**src/rtl/uart_tx_arbiter_if.sv**
```systemverilog
// uart_tx_arbiter_if: requester channels and uart_tx pull interface for uart_tx_arbiter
interface uart_tx_arbiter_if #(parameter int N_PORTS = 4);
  logic [N_PORTS-1:0]         req_valid_i;
  logic [N_PORTS-1:0][7:0]    req_data_i;
  logic [N_PORTS-1:0]         req_last_i;
  logic [N_PORTS-1:0]         req_ready_o;
  logic                       read_enable_i;
  logic [7:0]                 read_data_o;
  logic                       read_valid_o;
  logic [$clog2(N_PORTS)-1:0] grant_o;
  logic                       busy_o;
  modport master (
    output req_valid_i, req_data_i, req_last_i, read_enable_i,
    input  req_ready_o, read_data_o, read_valid_o, grant_o, busy_o
  );
  modport slave (
    input  req_valid_i, req_data_i, req_last_i, read_enable_i,
    output req_ready_o, read_data_o, read_valid_o, grant_o, busy_o
  );
endinterface

```
**src/rtl/uart_tx_arbiter.sv**
```systemverilog
// uart_tx_arbiter: round-robin byte arbiter feeding uart_tx's pull interface.
// Define UART_TX_ARB_LOCK_EN to hold the grant on one port until its req_last_i byte.
module uart_tx_arbiter #(parameter int N_PORTS = 4) (
  input logic              clk_i,
  input logic              rst_ni,
  uart_tx_arbiter_if.slave bus
);
  localparam int W = $clog2(N_PORTS);
  typedef enum logic [1:0] {EMPTY, FULL, ISSUE, GUARD} state_t;
  state_t state_q, state_d;
  logic [W-1:0] rr_ptr_q, rr_ptr_d, grant_q, grant_d, sel;
  logic [7:0] hold_q, hold_d;
  logic read_valid_q, found;
  logic [W:0] k;
  logic [N_PORTS-1:0] ready;
`ifdef UART_TX_ARB_LOCK_EN
  logic lock_q, lock_d;
`else
  logic unused_last;
  assign unused_last = ^bus.req_last_i;
`endif
  // lowest offset from rr_ptr wins, so scan offsets downward and let later hits overwrite
  always_comb begin
    sel = rr_ptr_q;
    found = 1'b0;
    k = '0;
    for (int i = N_PORTS - 1; i >= 0; i--) begin
      k = {1'b0, rr_ptr_q} + (W+1)'(i);
      k = (k >= (W+1)'(N_PORTS)) ? k - (W+1)'(N_PORTS) : k;
      if (bus.req_valid_i[k[W-1:0]]) begin
        sel = k[W-1:0];
        found = 1'b1;
      end
    end
`ifdef UART_TX_ARB_LOCK_EN
    if (lock_q) begin
      sel = grant_q;
      found = bus.req_valid_i[grant_q];
    end
`endif
  end
  always_comb begin
    state_d = state_q;
    rr_ptr_d = rr_ptr_q;
    grant_d = grant_q;
    hold_d = hold_q;
    ready = '0;
`ifdef UART_TX_ARB_LOCK_EN
    lock_d = lock_q;
`endif
    case (state_q)
      EMPTY: if (found) begin
        ready[sel] = 1'b1;
        hold_d = bus.req_data_i[sel];
        grant_d = sel;
        rr_ptr_d = (sel == W'(N_PORTS - 1)) ? '0 : sel + 1'b1;
        state_d = FULL;
`ifdef UART_TX_ARB_LOCK_EN
        lock_d = !bus.req_last_i[sel];
`endif
      end
      FULL: state_d = bus.read_enable_i ? ISSUE : FULL;
      ISSUE: state_d = GUARD;
      default: state_d = EMPTY;
    endcase
  end
  always_ff @(posedge clk_i or negedge rst_ni) begin
    if (!rst_ni) begin
      state_q <= EMPTY;
      rr_ptr_q <= '0;
      grant_q <= '0;
      hold_q <= 8'h00;
      read_valid_q <= 1'b0;
    end else begin
      state_q <= state_d;
      rr_ptr_q <= rr_ptr_d;
      grant_q <= grant_d;
      hold_q <= hold_d;
      read_valid_q <= (state_d == ISSUE);
    end
  end
`ifdef UART_TX_ARB_LOCK_EN
  always_ff @(posedge clk_i or negedge rst_ni) begin
    if (!rst_ni) lock_q <= 1'b0;
    else lock_q <= lock_d;
  end
`endif
  // ready must stay quiet while reset holds the FSM, even with requesters valid
  assign bus.req_ready_o = rst_ni ? ready : '0;
  assign bus.read_data_o = hold_q;
  assign bus.read_valid_o = read_valid_q;
  assign bus.grant_o = grant_q;
  assign bus.busy_o = (state_q != EMPTY);
endmodule

```
**src/flat_wrapper.sv**
```systemverilog
// flat-port wrapper written by rule: the top's interface ports become plain ports
module uart_tx_arbiter_flat 
#(parameter int N_PORTS = 4)
  (clk_i, rst_ni, bus_req_valid_i, bus_req_data_i, bus_req_last_i, bus_read_enable_i, bus_req_ready_o, bus_read_data_o, bus_read_valid_o, bus_grant_o, bus_busy_o);
  uart_tx_arbiter_if #(.N_PORTS(N_PORTS)) bus_i ();
  input logic clk_i;
  input logic rst_ni;
  input wire logic [$bits(bus_i.req_valid_i)-1:0] bus_req_valid_i;
  input wire logic [$bits(bus_i.req_data_i)-1:0] bus_req_data_i;
  input wire logic [$bits(bus_i.req_last_i)-1:0] bus_req_last_i;
  input wire logic [$bits(bus_i.read_enable_i)-1:0] bus_read_enable_i;
  output wire logic [$bits(bus_i.req_ready_o)-1:0] bus_req_ready_o;
  output wire logic [$bits(bus_i.read_data_o)-1:0] bus_read_data_o;
  output wire logic [$bits(bus_i.read_valid_o)-1:0] bus_read_valid_o;
  output wire logic [$bits(bus_i.grant_o)-1:0] bus_grant_o;
  output wire logic [$bits(bus_i.busy_o)-1:0] bus_busy_o;
  assign bus_i.req_valid_i = bus_req_valid_i;
  assign bus_i.req_data_i = bus_req_data_i;
  assign bus_i.req_last_i = bus_req_last_i;
  assign bus_i.read_enable_i = bus_read_enable_i;
  assign bus_req_ready_o = bus_i.req_ready_o;
  assign bus_read_data_o = bus_i.read_data_o;
  assign bus_read_valid_o = bus_i.read_valid_o;
  assign bus_grant_o = bus_i.grant_o;
  assign bus_busy_o = bus_i.busy_o;
  uart_tx_arbiter #(.N_PORTS(N_PORTS)) u_core (.clk_i(clk_i), .rst_ni(rst_ni), .bus(bus_i));
endmodule
```
**config.mk**
```make
export PLATFORM = sky130hd
export DESIGN_NAME = uart_tx_arbiter_flat
export DESIGN_NICKNAME = d
export VERILOG_FILES = /design/src/rtl/uart_tx_arbiter_if.sv /design/src/rtl/uart_tx_arbiter.sv /design/src/flat_wrapper.sv
export SDC_FILE = /design/constraint.sdc
export NUM_CORES = 1
export LEC_CHECK = 0
export ABC_CLOCK_PERIOD_IN_PS = 2900
export CAP_MARGIN = 20
export CORE_ASPECT_RATIO = 1.75
export CORE_UTILIZATION = 38
export DETAILED_ROUTE_END_ITERATION = 8
export GPL_TIMING_DRIVEN = 0
export PLACE_DENSITY = 0.84
export SETUP_SLACK_MARGIN = 0.02
export SLEW_MARGIN = 20
export SYNTH_ARGS = -nofsm -noshare
export SYNTH_HDL_FRONTEND = slang
export SYNTH_SLANG_ARGS = --single-unit
```
**constraint.sdc**
```tcl
create_clock -name clk_i -period 2.9 [get_ports clk_i]
set_input_delay 0.58 -clock clk_i [delete_from_list [all_inputs] [get_ports clk_i]]
set_output_delay 0.58 -clock clk_i [all_outputs]
set_load 0.1 [all_outputs]
```
Yosys cells after proc, flatten, opt, wreduce, memory -nomap -nowiden
Cells that the tools add are included.
Word-level totals
  memories: 0
  bits in latches: 0
  bits in registers: 15
  memory bits (writable): 0
  bits in read-only memories: 0
  input port bits: 43
Operators by class
  muxes and demuxes: 31
  add/subtract/negate cells: 8
  multipliers: 0
  equal/unequal tests: 4
  magnitude comparators: 10
  div/mod/pow operators: 0
  bitwise operators: 0
  shift operators: 0
  reduce and logical (&&, ||, !) cells: 4
Operator list (number)
  two-way mux 2 bit: 11
  binary-select mux 8 bit (select 2 bit): 1
  less-than comparator 2 x 3 -> 1 bit (second input constant): 5
  two-way mux 4 bit: 3
  greater-or-equal comparator 3 bit (second input constant): 3
  two-way mux 1 bit: 9
  binary-select mux 1 bit (select 2 bit): 4
  two-way mux 8 bit: 1
  subtractor 2 x 1 -> 2 bit (second input constant): 4
  adder 2 x 2 -> 3 bit (second input constant): 2
  == test 2 bit (second input constant): 3
  one-hot mux 2 bit (3 select lines): 1
  adder 2 x 1 -> 3 bit (second input constant): 1
  greater-or-equal comparator 2 x 3 -> 1 bit (second input constant): 1
  adder 2 x 1 -> 2 bit (second input constant): 1
  demux 1 bit (select 2 bit): 1
  == test 2 x 1 -> 1 bit (second input constant): 1
  greater-or-equal comparator 2 x 1 -> 1 bit (second input constant): 1
  zero test 2 bit: 1
  AND reduction 2 bit: 1
  nonzero test 2 bit: 1
  logical AND 1 bit: 1

Depth between registers and ports, before layout
  word-level depth: 16
  mapped depth: 8
  depth with buffers taken out: 7

Worst setup path after synthesis
No wires, ideal clock.
  path kind: reg2out
  from: register u_core.state_q[1]
  to: output port bus_req_ready_o[1]
  path buffers: 0
  data required time: 2.320 ns
  stages on the path, launching flop included: 6
  data arrival time: 3.657 ns
  setup slack: -1.337 ns
  cell sequence: dfrtp_1 nor2_1 inv_1 nor2_1 nand2_1 nor3b_1
Between the ends
  word-level cells in the longest chain between the ends: 3
RTL lines
  from (decl): line uart_tx_arbiter.sv:10  | state_t state_q, state_d;
  from (signal assigned): line uart_tx_arbiter.sv:75  | state_q <= state_d;
  zero test 2 bit: line uart_tx_arbiter.sv:51  | case (state_q)
  two-way mux 4 bit: line uart_tx_arbiter.sv:51
  two-way mux 4 bit: line uart_tx_arbiter.sv:89  | assign bus.req_ready_o = rst_ni ? ready : '0;
  to (decl): line flat_wrapper.sv:12  | output wire logic [$bits(bus_i.req_ready_o)-1:0] bus_req_ready_o;
No other way between the ends.

Final worst setup path
  from: input port bus_req_valid_i[2]
  to: output port bus_req_ready_o[3]
Between the ends
  word-level cells in the longest chain between the ends: 13
  elaborated cells on any way between the ends: 24
RTL lines
  from (decl): line flat_wrapper.sv:8  | input wire logic [$bits(bus_i.req_valid_i)-1:0] bus_req_valid_i;
  binary-select mux 1 bit (select 2 bit): line uart_tx_arbiter.sv:30  | if (bus.req_valid_i[k[W-1:0]]) begin
  two-way mux 1 bit (implied by the code): line uart_tx_arbiter.sv:30
  two-way mux 2 bit (4 in a row): line uart_tx_arbiter.sv:30
  less-than comparator 2 x 3 -> 1 bit (implied by the code) or greater-or-equal comparator 2 x 1 -> 1 bit (tied branches): line uart_tx_arbiter.sv:53  | ready[sel] = 1'b1;
  logical AND 1 bit (implied by the code): line uart_tx_arbiter.sv:53
  two-way mux 1 bit (implied by the code): line uart_tx_arbiter.sv:53
  demux 1 bit (select 2 bit)
  two-way mux 4 bit (*): line uart_tx_arbiter.sv:52  | EMPTY: if (found) begin
  two-way mux 4 bit (*): line uart_tx_arbiter.sv:51
  two-way mux 4 bit (*): line uart_tx_arbiter.sv:89
Every way passes the cells marked *; elsewhere a longest branch is shown, timed or not. The select of a mux whose other input is x is not followed.

==> summary.md <==
| Metric | Value |
|---|---|
| Critical Path Source Type | primary input |
| Synth Net Count | around 150 |
| Fmax | 0.352 GHz |
| Largest net degree at the start of global routing | 18 |
| Total GRT Usage | roughly 22% |
| Root Driver | clkbuf_8 |
| P_leak | 0.733 nW |
| Die area | 2940 um^2 |
| Status | finished, final reports clean |
| Core ar. | 2520 um^2 |
| Power Density | 1170 nW/um^2 |
| WL per Instance | 16.3 um |
| Clk pin slew, worst setup/hold paths | ~0.070 ns |
| Final hold slack | between 0.2 and 0.25 ns |
| Number of top-level pins | 59 |
| Fin. Hold Viols | 0 |
| Max Slew Vio Count | 0 |
| Vias in the first global route | 1108 |
| DR vias | 1104 |
| CP Data Required Time | roughly 2.3 ns |
| Detailed Place HPWL | 2.42 mm |
| First-pass GRT wire length | 4.95 mm |
| Seq/Total Area, Yosys | 36.4% |
| Hold_buf cts | 0 |
| TritonCTS clock tree | built |
| Aggregate negative setup slack | 0 ns |
| Multi-input combinational cell area | slightly below 700 um^2 |
| Port bufs | between 50 and 60 |
| CTS Sinks | 15 |
| Crit. Startpoint | bus_req_valid_i[2] |
| Data arrival, critical path | ~2.3 ns |
| Vias/cell | between 5 and 6 |
| CTS buffer count | 3 |
| Crit path max fanout | 5 |
| Width of the die | 41.4 um |
| Area Overhead vs Synth | 68.8% |
| Reg2reg end | u_core.bus.read_data_o[3] |
| Final setup viols | 0 |
| Total Wirelength | about 3.1 mm |
| DIE HEIGHT | 70.9 um |
| Drt drc | 0 |
| Filler cell count | 199 |
| Max-cap violations | 0 |
| Actual slew at the worst max-slew pin | 0.969 ns |
| Initial antenna violation count | 0 |
| Netlist cell types | 34 |
| DRT iter0 DRCs | 20 |
| Grt ovf | 0 |
| Min Clock Period, post-route | 2.84 ns |
| Mapped Cells | 103 |
| HP Class | in -> async |
| Reg2Reg Depth | 8 |
| Peak supply drop | 731 uV |
| Register bit total from synthesis | 15 |
| Slew margin rel. | 35.2% |
| Post-route ant nets | 0 |
| Cell Area, Synth | 1030 um^2 |
| Reg2Reg Launch Point | u_core.rr_ptr_q[0] |
| Number of H-tree levels | 1 |
| Register Area | 375 um^2 |
| Worst setup path endpoint | bus_req_ready_o[3] |
| Yosys warns | 0 |
| Worst Clk Skew | ~0.0051 ns |
| Rows | 24 |
| Crit. End Element | output port |
| Syn Area/Cell | 10.0 um^2 |
| R2R Setup Slk | 0.58 ns |
| Fin crit share | a little over nine tenths |
| Fin nets | 210 |
| CTS Buffer Depth | 2 |
| N_diodes | 0 |
| RePlAce Congestion | 0.778 |
| Initial core utilization | 40.9% |
| Clk Latency, worst-skew pair | ~0.26 ns |
| Critical path class | in -> out |
| Drt pass-1 iters | 4 |
| Share of cells above drive strength 1 | about a quarter |
| RSZ-0062 raised after global routing | false |
-- power breakdown --
part	internal (mW)	total, mW	switching, mW
combinational	0.478	1.47	0.990
sequential	0.309	0.394	0.0846
clock	0.0957	0.179	0.0833
-- synthesized netlist by cell type (all sizes together) --
library cell | number | area, um^2
nor2 | 7 | 33.8
ha | 1 | 12.5
nor3b | 2 | 15.0
o21a | 1 | 7.51
o31ai | 1 | 12.5
or2 | 1 | 6.26
o21ai | 10 | 50.0
clkbuf | 1 | 3.75
nor4 | 2 | 18.8
and2b | 1 | 7.51
a2111oi | 1 | 27.5
a21o | 2 | 15.0
nor2b | 2 | 20.0
a221o | 8 | 80.1
a21boi | 1 | 7.51
buf | 1 | 20.0
and3 | 1 | 6.26
mux2 | 8 | 116
nor3 | 4 | 25.0
a2111o | 1 | 11.3
dfrtp | 15 | 375
nand2b | 4 | 25.0
inv | 3 | 11.3
nand3 | 8 | 40.0
nand2 | 5 | 18.8
a21oi | 11 | 55.1
a21bo | 1 | 10.0
-- worst min path at each step --
stage / start / cells after the start / endpoint / slack (ns)
2_1_floorplan: rst_ni / 0 / u_core.bus.grant_o[0] / 0.28
3_3_place_gp: u_core.bus.grant_o[0] / 1 / u_core.bus.grant_o[0] / 0.47
3_5_place_dp: u_core.bus.grant_o[0] / 1 / u_core.bus.grant_o[0] / 0.48
4_1_cts: u_core.bus.grant_o[0] / 1 / u_core.bus.grant_o[0] / 0.50
5_1_grt: rst_ni / 1 / u_core.bus.read_valid_o / 0.25
6_report: rst_ni / 1 / u_core.bus.read_valid_o / 0.23
-- through the flow --
step / setup WS, ns / instances / area [um^2] / utilization, % / total power [mW]
finish: 0.0584 / 191 / 1740 / 69.1 / 2.04
global route: 0.0173 / 191 / 1740 / 69.1 / 2.13
CTS: 0.0413 / 188 / 1720 / 68.2 / 2.01
detailed placement: -1.49 / 183 / 1650 / 65.6 / 1.82
global placement: -1.44 / 183 / 1650 / 65.6 / 1.78
floorplan: -0.0909 / 103 / 1080 / - / 1.47
-- repair_timing --
item	in CTS	in global routing
pin swaps	1	2
gates resized for setup	40	6
endpoints found under the setup margin	6	2
buffers inserted	1	3
-- registers in the layout, indices dropped and copies added, names as in the netlist --
register / flops
u_core.bus.read_data_o: 8
u_core.bus.read_valid_o: 1
u_core.bus.grant_o: 2
u_core.state_q: 2
u_core.rr_ptr_q: 2
-- cell usage in the layout (no fill, tap or decap), types with 2 or more instances in the layout --
cell type         n
clkdlybuf4s50_1  45
dfrtp_1          15
a21oi_1          10
o21ai_0           9
nand3_1           8
a221o_1           8
mux2_4            7
buf_4             6
nand2_1           5
nand2b_1          4
nor2_1            4
nor3_4            3
clkbuf_8          3
a21o_1            2
nor2_4            2
buf_12            2
dlygate4sd2_1     2
-- critical path, cell delays in order --
cell and delay [ns]:
dlygate4sd2_1 0.30, a21bo_2 0.25, a21oi_1 0.41, nor3_4 0.14, ha_1 0.22, and3_2 0.21
buf_12 0.16
-- layout make-up --
| class | count | area share, % |
|---|---|---|
| Multi-Input combinational cell | 83 | 39.3 |
| Timing Repair Buffer | 58 | 32.4 |
| Sequential cell | 15 | 21.5 |
| Clock buffer | 3 | 2.37 |
| Tap cell | 26 | 1.87 |
| Buffer | 2 | 1.36 |
| Inverter | 3 | 0.861 |
| Clock inverter | 1 | 0.287 |
-- per-layer routing --
metal | vias to the layer above | GRT usage, % | wire length [um]
met3 | 7 | 4.34 | 149
li1 | 515 | - | -
met4 | 0 | 14.0 | 85
met1 | 540 | 19.6 | 1040
met5 | - | 0 | 0
met2 | 42 | 43.2 | 1840
-- kinds of logic (layout without fill, tap and decap cells) --
group | Yosys count | in the layout | synth area share (%)
AOI/OAI and AO/OA | 37 | 37 | 26.8
and+or+nand+nor | 37 | 37 | 21.0
DFF | 15 | 15 | 36.4
muxes | 8 | 8 | 11.3
buffers and inverters | 5 | 67 | 3.39
adders and majority gates | 1 | 1 | 1.21
No activity file was read; power rests on OpenSTA's default activity.
